===== config.mk =====
export PLATFORM = sky130hd
export DESIGN_NAME = alu_step_sequencer
export DESIGN_NICKNAME = d
export VERILOG_FILES = /design/src/rtl/alu_seq_pkg.sv /design/src/rtl/opcode_classifier.sv /design/src/rtl/alu_step_sequencer.sv
export SDC_FILE = /design/constraint.sdc
export NUM_CORES = 1
export LEC_CHECK = 0
export CELL_PAD_IN_SITES_DETAIL_PLACEMENT = 1
export CELL_PAD_IN_SITES_GLOBAL_PLACEMENT = 2
export CORE_UTILIZATION = 15
export CTS_BUF_LIST = sky130_fd_sc_hd__clkbuf_4 sky130_fd_sc_hd__clkbuf_8 sky130_fd_sc_hd__clkbuf_16
export DETAILED_ROUTE_END_ITERATION = 12
export HOLD_SLACK_MARGIN = 0.03
export PLACE_DENSITY = 0.9
export REMOVE_ABC_BUFFERS = 1
export SLEW_MARGIN = 40
export SYNTH_ARGS = -nofsm -noshare
export SYNTH_HDL_FRONTEND = slang
export SYNTH_SLANG_ARGS = --single-unit

===== constraint.sdc =====
create_clock -name clock -period 5.6 [get_ports clock]
set_input_delay 1.12 -clock clock [delete_from_list [all_inputs] [get_ports clock]]
set_output_delay 1.12 -clock clock [all_outputs]
set_load 0.1 [all_outputs]

===== src/rtl/alu_seq_pkg.sv =====
// alu_seq_pkg: opcodes, sequencer states and instruction classes shared by the ALU step sequencer.
package alu_seq_pkg;
    localparam logic [4:0] OP_ADD  = 5'b00011;
    localparam logic [4:0] OP_SUB  = 5'b00100;
    localparam logic [4:0] OP_AND  = 5'b00101;
    localparam logic [4:0] OP_OR   = 5'b00110;
    localparam logic [4:0] OP_SHR  = 5'b00111;
    localparam logic [4:0] OP_SHRA = 5'b01000;
    localparam logic [4:0] OP_SHL  = 5'b01001;
    localparam logic [4:0] OP_ROR  = 5'b01010;
    localparam logic [4:0] OP_ROL  = 5'b01011;
    localparam logic [4:0] OP_MUL  = 5'b01111;
    localparam logic [4:0] OP_DIV  = 5'b10000;
    localparam logic [4:0] OP_NEG  = 5'b10001;
    localparam logic [4:0] OP_NOT  = 5'b10010;

    typedef enum logic [3:0] {IDLE, T0, T1, T2, T3, T4, T5, T6} state_t;
    typedef enum logic [1:0] {BINARY, UNARY, WIDE, ILLEGAL} cls_t;
endpackage


===== src/rtl/opcode_classifier.sv =====
// opcode_classifier: maps an opcode to the execute sequence class it needs.
module opcode_classifier
    import alu_seq_pkg::*;
#(
    parameter int OPC_W = 5
) (
    input  logic [OPC_W-1:0] opc,
    output cls_t             cls
);
    assign cls = opc inside {OP_ADD, OP_SUB, OP_AND, OP_OR, OP_SHR, OP_SHRA, OP_SHL, OP_ROR, OP_ROL} ? BINARY :
                 opc inside {OP_NEG, OP_NOT} ? UNARY :
                 opc inside {OP_MUL, OP_DIV} ? WIDE : ILLEGAL;
endmodule


===== src/rtl/alu_step_sequencer.sv =====
// alu_step_sequencer: control-step sequencer driving datapath strobes for one ALU instruction.
module alu_step_sequencer
    import alu_seq_pkg::*;
#(
    parameter int DATA_W      = 32,
    parameter int NUM_REGS    = 16,
    parameter int REG_FIELD_W = 4,
    parameter int OPC_W       = 5
) (
    input  logic                clock,
    input  logic                clear,
    input  logic                start,
    input  logic                mem_wait,
    input  logic [DATA_W-1:0]   ir,
    output logic                PCout,
    output logic                MARin,
    output logic                IncPC,
    output logic                PCin,
    output logic                Read,
    output logic                MDRin,
    output logic                MDRout,
    output logic                IRin,
    output logic                Yin,
    output logic                Zlowin,
    output logic                Zhighin,
    output logic                Zlowout,
    output logic                Zhighout,
    output logic                HIin,
    output logic                LOin,
    output logic [NUM_REGS-1:0] reg_out,
    output logic [NUM_REGS-1:0] reg_in,
    output logic [OPC_W-1:0]    alu_op,
    output logic [3:0]          step,
    output logic                busy,
    output logic                done,
    output logic                illegal
);
    localparam int LOW_W = DATA_W - OPC_W - 3 * REG_FIELD_W;

    state_t                 state;
    cls_t                   cls;
    logic [OPC_W-1:0]       opc;
    logic [REG_FIELD_W-1:0] ra, rb, rc, out_sel;
    logic                   is_bin, is_un, is_wide, out_en;
    logic                   unused_ir;

    // Shifting past the vector width yields zero, so out-of-range indices decode to no register.
    function automatic logic [NUM_REGS-1:0] onehot(input logic [REG_FIELD_W-1:0] idx);
        return NUM_REGS'(1) << idx;
    endfunction

    assign opc       = ir[DATA_W-1 -: OPC_W];
    assign ra        = ir[DATA_W-OPC_W-1 -: REG_FIELD_W];
    assign rb        = ir[DATA_W-OPC_W-REG_FIELD_W-1 -: REG_FIELD_W];
    assign rc        = ir[DATA_W-OPC_W-2*REG_FIELD_W-1 -: REG_FIELD_W];
    assign unused_ir = ^ir[LOW_W-1:0];

    opcode_classifier #(.OPC_W(OPC_W)) u_classifier (
        .opc(opc),
        .cls(cls)
    );

    always_ff @(posedge clock) begin
        if (clear) state <= IDLE;
        else begin
            case (state)
                IDLE:    state <= start ? T0 : IDLE;
                T0:      state <= T1;
                T1:      state <= mem_wait ? T1 : T2;
                T2:      state <= T3;
                T3:      state <= cls == ILLEGAL ? IDLE : T4;
                T4:      state <= cls == UNARY ? IDLE : T5;
                T5:      state <= cls == WIDE ? T6 : IDLE;
                default: state <= IDLE;
            endcase
        end
    end

    assign is_bin  = cls == BINARY;
    assign is_un   = cls == UNARY;
    assign is_wide = cls == WIDE;

    assign PCout    = state == T0;
    assign MARin    = state == T0;
    assign IncPC    = state == T0;
    assign PCin     = state == T0;
    assign Read     = state == T1;
    assign MDRin    = state == T1;
    assign MDRout   = state == T2;
    assign IRin     = state == T2;
    assign Yin      = state == T3 && (is_bin || is_wide);
    assign Zlowin   = (state == T3 && is_un) || (state == T4 && (is_bin || is_wide));
    assign Zhighin  = state == T4 && is_wide;
    assign Zlowout  = (state == T4 && is_un) || (state == T5 && (is_bin || is_wide));
    assign Zhighout = state == T6;
    assign HIin     = state == T6;
    assign LOin     = state == T5 && is_wide;
    assign done     = (state == T4 && is_un) || (state == T5 && is_bin) || state == T6;
    assign illegal  = state == T3 && cls == ILLEGAL;
    assign alu_op   = Zlowin ? opc : '0;

    // Wide ops read Ra then Rb; the others read Rb then (binary only) Rc.
    assign out_en  = (state == T3 && cls != ILLEGAL) || (state == T4 && (is_bin || is_wide));
    assign out_sel = state == T3 ? (is_wide ? ra : rb) : (is_wide ? rb : rc);
    assign reg_out = out_en ? onehot(out_sel) : '0;
    assign reg_in  = (Zlowout && !is_wide) ? onehot(ra) : '0;

    assign step = state;
    assign busy = state != IDLE;
endmodule


==> impl_metrics.csv, run 1 <==
group,metric,value,unit
final_layout,layout.filler_cells,766,
logic_synthesis,synth_edf_count,0,
final_layout,post-route-cell-area,0.002019,mm^2
die,std_cell_rows,29,
routing,routedWlPerCell,14.12,um
timing,total_setup_violations_reported_at_the_end_of_the_flow,0,
clock_network,cts.repair.resized,0,
clock_network,cts_setup_buffers,0,
power,leakage_power_total,0.7873,nW
clock_network,cts_hold_repair.buffers,0,
critical_path,cp_data_arrival_time,4.09,ns
final_layout,multi_input_comb_area,817.0,um^2
timing,max_clock_freq,192.0,MHz
critical_path,cp_cell_sequence,"clkdlybuf4s50_1, or4b_4, o32ai_4, xnor2_2, o221ai_1, nor4_1, buf_12",
die,die_w,83.38,um
power,ir_worst_vdd,104.5,uV
final_layout,post_layout_nonfiller_instances,295,
power,p_per_area,112.1,mW/mm^2
routing,drt_antenna_net_count,0,
routing,first_iter_violations,24,
timing,fin_hold_ws,0.6364,ns
timing,worstMarginPinSlew,0.6907,ns
timing,layout_setup_ws,0.3921,ns
logic_synthesis,synth.ff_latch_count,3,
worst_hold_path,holdCritPathClass,"reg -> reg",
critical_path,critical-path-top-delay-family,"simple AND/OR/NAND/NOR gates",
final_layout,layout.nets,255,
placed_design,globalplace.congestion,0.7832,
critical_path,timing.critical_path.slowest_stage_cell,"sky130_fd_sc_hd__nor4_1",
logic_synthesis,ys_dominant_reg_cell,"sky130_fd_sc_hd__dfxtp_1",
status,outcome,"finished, final reports clean",
logic_synthesis,yosysWarnings,0,
timing,fin_tns_setup,0,ns
die,core_region_area,0.006386,mm^2
logic_synthesis,mean_area_per_synthesized_cell,6.851,um^2
grt,grt_pass1_wl,6.755,mm
grt,grt.overflow.total,0,
routing,total_routed_wirelength,4.164,mm
final_layout,seqCellArea,60.06,um^2
die,initial_utilization,0.1556,
critical_path,critPathLaunchType,"input pin",
logic_synthesis,synthArstFlopShare,0,
grt,grt_pass1_vias,1373,
critical_path,worstSetupEndpointType,"output pin",
run,cap_violations,0,
routing,detail_route.drc_violations,0,
clock_network,clock_path_buffers,2,
placed_design,place.port_buffers,78,
clock_network,cts-buffers-inserted,3,
critical_path,crit_type,"in -> out",
critical_path,timing.reg2reg.setup_slack,4.18,ns
logic_synthesis,compound_gate_portion_of_the_synthesized_area,0.2506,
logic_synthesis,post_synthesis_mux_area_share,0.02267,
routing,post_drt_via_cell_ratio,4.688,
die,boundary_pins,95,
final_layout,insertedDiodeCount,0,
final_layout,flow.area_growth_from_synthesis,103.3,%
clock_network,tritoncts_clock_tree,"done",
clock_network,cts.sinks,3,
final_layout,fraction_of_layout_cells_with_a_size_suffix_above_1,0.3624,
grt,initial_antenna_violation_count,0,
timing,timing.final.hold_violations,0,
logic_synthesis,synth_simple_gate_area_frac,0.5202,
timing,slew_viol_final,0,
logic_synthesis,ys_seq_area_frac,0.06045,
logic_synthesis,yosys.cell_types.count,43,
placed_design,placed_cell_area,0.001971,mm^2
timing,unrepaired_setup_endpoints_after_global_routing,"false",
critical_path,worst-path-buf-inv,2,
routing,via_count,1383,
logic_synthesis,synthesis.instances,145,
clock_network,clock_tree_root_buffer_cell,"sky130_fd_sc_hd__clkbuf_8",
clock_network,clkLatencyLatePin,0.22,ns
final_layout,largest_register_ffs,3,
timing,fin_crit,5.208,ns
clock_network,htree_levels,1,
timing,post-route-period-util,0.9300,
clock_network,cts.reportedPaths.clkPinSlew,0.03,ns
grt,global_routing_usage_summed_across_all_routing_layers,0.1160,
logic_synthesis,synth_adder_area_share,0,
logic_synthesis,dominant_combinational_cell_family_by_area_after_synthesis,"simple AND/OR/NAND/NOR gates",
die,dieArea,0.006952,mm^2
grt,grt_max_degree,21,
final_layout,final_core_utilization,0.3162,
placed_design,pre_cts_ws,0.3811,ns
critical_path,critical_path_peak_fanout,11,
placed_design,place_hpwl,3.384,mm
timing,fin_skew,0.0009137,ns
die,die_h,83.38,um
power,total_power,0.2263,mW
critical_path,cpPeakStageDelay,0.61,ns
logic_synthesis,area_share_of_xor_xnor_cells_in_the_synthesized_design,0.02519,
timing,max_slew_margin,0.5395,
critical_path,worst_ep_required_time,4.48,ns
placed_design,placed_cells,291,
routing,detail_route.first_pass.iterations,5,
logic_synthesis,netlist_area,993.5,um^2
worst paths after layout:
check               end  cells past startpoint    start
max          reg_out[2]                      7   ir[28]
min reg2reg     step[2]                      2  step[1]
max reg2reg     step[0]                      3  step[1]
min             step[2]                      2  step[1]
layer usage:
metal,GRT usage,up-vias,wire (um),part of all wire
li1,-,692,-,-
met1,0.1447,639,1880,0.45
met2,0.2079,49,2025,0.49
met3,0.01392,3,229,0.055
met4,0.03292,0,29,0.0070
met5,0,-,0,0
final cells by class:
class,count,share of cell area
Multi-Input combinational cell,121,0.4046
Timing Repair Buffer,85,0.4845
Inverter,5,0.009294
Tap cell,77,0.04771
Sequential cell,3,0.02974
Clock buffer,4,0.02416
placed cells by master (no fill, tap or decap), types with 3 or more instances in the layout:
master	count
sky130_fd_sc_hd__buf_12	26
sky130_fd_sc_hd__clkbuf_8	3
sky130_fd_sc_hd__buf_2	14
sky130_fd_sc_hd__or3_1	6
sky130_fd_sc_hd__nand2_1	9
sky130_fd_sc_hd__dfxtp_1	3
sky130_fd_sc_hd__inv_1	5
sky130_fd_sc_hd__nand2b_1	7
sky130_fd_sc_hd__clkdlybuf4s50_1	20
sky130_fd_sc_hd__buf_4	25
sky130_fd_sc_hd__nand3_1	6
sky130_fd_sc_hd__nor2b_1	3
sky130_fd_sc_hd__o2111ai_1	3
sky130_fd_sc_hd__o211ai_1	3
sky130_fd_sc_hd__and2_1	8
sky130_fd_sc_hd__nor2_1	14
sky130_fd_sc_hd__a21boi_0	3
sky130_fd_sc_hd__o21ai_0	5
sky130_fd_sc_hd__nor3_1	6
sky130_fd_sc_hd__nor4_1	17
sky130_fd_sc_hd__a211oi_1	3
report_power, final:
part	total (mW)	switching, mW	internal, mW
Sequential	0.0280	0.00499	0.0230
Clock	0.0694	0.0160	0.0535
Combinational	0.129	0.0932	0.0356
cells in the mapped netlist (5+ instances only):
cell,n,share of area
sky130_fd_sc_hd__and2_1,8,0.050
sky130_fd_sc_hd__buf_4,8,0.060
sky130_fd_sc_hd__clkbuf_1,6,0.023
sky130_fd_sc_hd__inv_1,5,0.019
sky130_fd_sc_hd__nand2_1,9,0.034
sky130_fd_sc_hd__nand2b_1,7,0.044
sky130_fd_sc_hd__nand3_1,6,0.030
sky130_fd_sc_hd__nor2_1,14,0.053
sky130_fd_sc_hd__nor3_1,6,0.030
sky130_fd_sc_hd__nor4_1,17,0.11
sky130_fd_sc_hd__o21ai_0,5,0.025
sky130_fd_sc_hd__or3_1,6,0.038
tightest hold or removal path: cells and delay by family (launching register included):
family | cells | cell delay [ns]
flip-flops | 1 | 0.39
AO/OA/AOI/OAI | 2 | 0.19
kinds of logic (layout without fill, tap and decap cells):
logic type	Yosys count	in the layout
AOI/OAI and AO/OA	28	28
xor gates and xnor gates	2	2
buffers and inverters	21	94
DFF	3	3
muxes	1	1
other	1	1
and+or+nand+nor	89	89
(Power assumes the default switching activity.)
==> inputs of run 2 (changes only) <==
Settings changed: CORE_MARGIN set to 2.
==> run 2 against run 1 <==
Global-route usage shrank 1.1 points. First-iteration DRC count shrank 42%. Non-clock buffer count shrank 4. Worst setup slack lost 0.035 ns. Largest cell class unchanged. Critical endpoint is now reg_out[11]. Design area shrank 1.5%. Routed wire length grew 0.67%. Register-to-register slack is essentially flat.
==> impl_metrics.csv, run 2 (synthesis gave the netlist of run 1 again) <==
group,metric,value,unit
worst_hold_path,holdCritPathClass,"reg -> reg",
die,core_region_area,0.006386,mm^2
clock_network,tritoncts_clock_tree,"done",
final_layout,insertedDiodeCount,0,
clock_network,cts.reportedPaths.clkPinSlew,0.03,ns
placed_design,placed_cells,287,
power,ir_worst_vdd,75.25,uV
grt,grt_pass1_vias,1398,
routing,routedWlPerCell,14.41,um
power,comb_power_share,0.569,
final_layout,post-route-cell-area,0.001989,mm^2
timing,worstMarginPinSlew,0.7357,ns
timing,fin_crit,5.243,ns
power,pwr-share-seq,0.124,
critical_path,timing.reg2reg.setup_slack,4.19,ns
final_layout,largest_register_ffs,3,
clock_network,cts.sinks,3,
critical_path,critical-path-top-delay-family,"simple AND/OR/NAND/NOR gates",
power,netSwitchingFraction,0.5023,
grt,initial_antenna_violation_count,0,
final_layout,fraction_of_layout_cells_with_a_size_suffix_above_1,0.3505,
timing,layout_setup_ws,0.3570,ns
critical_path,worst-path-buf-inv,2,
critical_path,cp_data_arrival_time,4.12,ns
critical_path,critPathLaunchType,"input pin",
timing,max_slew_margin,0.5095,
routing,drt_antenna_net_count,0,
routing,detail_route.drc_violations,0,
timing,unrepaired_setup_endpoints_after_global_routing,"false",
placed_design,place_hpwl,3.367,mm
grt,grt_pass1_wl,6.520,mm
final_layout,mostFrequentLayoutCells,"sky130_fd_sc_hd__buf_12, sky130_fd_sc_hd__buf_4, sky130_fd_sc_hd__clkdlybuf4s50_1, sky130_fd_sc_hd__nor4_1",
die,die_h,85.38,um
final_layout,flow.area_growth_from_synthesis,100.3,%
clock_network,cts-buffers-inserted,3,
placed_design,place.port_buffers,78,
timing,fin_hold_ws,0.6364,ns
placed_design,globalplace.congestion,0.7176,
critical_path,cpPeakStageDelay,0.67,ns
grt,grt.overflow.total,0,
routing,via_count,1381,
final_layout,layout.nets,251,
die,std_cell_rows,29,
clock_network,htree_levels,1,
grt,grtUsageMet2,0.1875,
critical_path,critical_path_peak_fanout,10,
routing,post_drt_via_cell_ratio,4.746,
placed_design,placed_cell_area,0.001941,mm^2
final_layout,post_layout_nonfiller_instances,291,
die,dieArea,0.007290,mm^2
timing,max_clock_freq,190.7,MHz
clock_network,cts_hold_repair.buffers,0,
routing,first_iter_violations,14,
critical_path,cp_cell_sequence,"clkdlybuf4s50_1, or4b_4, o32ai_4, xnor2_2, o221ai_1, nor4_1, buf_12",
die,boundary_pins,95,
timing,fin_skew,0.001410,ns
critical_path,worstSetupEndpointType,"output pin",
power,pwr-share-clk,0.307,
grt,grt.busiest_layer,"met2",
clock_network,clock_path_buffers,2,
routing,total_routed_wirelength,4.192,mm
power,power.internal,0.1120,mW
power,leakage_power_total,0.7654,nW
clock_network,cts_setup_buffers,0,
final_layout,final_core_utilization,0.3115,
clock_network,clock_tree_root_buffer_cell,"sky130_fd_sc_hd__clkbuf_8",
timing,post-route-period-util,0.9362,
critical_path,worst_ep_required_time,4.48,ns
critical_path,crit_type,"in -> out",
power,p_per_area,113.2,mW/mm^2
timing,slew_viol_final,0,
power,net-switching-power,0.1131,mW
routing,detail_route.first_pass.iterations,4,
final_layout,final_common_cell,"sky130_fd_sc_hd__buf_12",
clock_network,cts.repair.resized,0,
grt,global_routing_usage_summed_across_all_routing_layers,0.1053,
critical_path,timing.critical_path.slowest_stage_cell,"sky130_fd_sc_hd__nor4_1",
placed_design,pre_cts_ws,0.3588,ns
die,die_w,85.38,um
status,outcome,"finished, final reports clean",
grt,grt_max_degree,21,
clock_network,clkLatencyLatePin,0.22,ns
grt,gr_met3_demand_resource,0.007782,
timing,total_setup_violations_reported_at_the_end_of_the_flow,0,
run,cap_violations,0,
grt,grtUsageMet1,0.1395,
timing,timing.final.hold_violations,0,
die,initial_utilization,0.1556,
run 2: changes by cell type in the layout (fill, tap and decap cells not counted), sizes merged:
cell  previous run  this run
buf             65        61
run 2: area by class of cell:
cell class | count | area [um^2]
flip-flops and latches | 3 | 60.06
well taps | 77 | 96.34
multi-input cells | 121 | 817.0
fillers | 773 | 4397
inverters | 5 | 18.77
repair buffers | 81 | 948.4
clock buffers | 4 | 48.80
run 2: worst paths after layout:
check | start | endpoint | cells past startpoint
setup reg to reg | step[1] | step[0] | 3
hold / removal | step[1] | step[2] | 2
setup / recovery | ir[28] | reg_out[11] | 7
hold reg to reg | step[1] | step[2] | 2
run 2: tightest hold or removal path, cell delays in order, from the launching register on:
cell                      delay, ns
sky130_fd_sc_hd__dfxtp_1       0.39
sky130_fd_sc_hd__o21ai_0       0.12
sky130_fd_sc_hd__a21oi_1       0.07
run 2: power by group through the flow:
| stage | Combinational (mW) | Clock, mW | Sequential (mW) |
|---|---|---|---|
| finish | 0.128 | 0.0691 | 0.0280 |
| global route | 0.135 | 0.0721 | 0.0289 |
| CTS | 0.129 | 0.0698 | 0.0280 |
| detailed placement | 0.128 | 0 | 0.0283 |
| global placement | 0.133 | 0 | 0.0283 |
| floorplan | 0.0808 | 0 | 0.0370 |
run 2: routing by layer:
metal	wire length [um]	up-vias
li1	-	684
met2	2060	55
met5	0	-
met3	218	2
met4	13	0
met1	1900	640
run 2: metrics by stage:
stage	total power [mW]	setup TNS (ns)
floorplan	0.1178	-28.30
global placement	0.1612	0
detailed placement	0.1567	0
CTS	0.2265	0
global route	0.2361	0
finish	0.2251	0
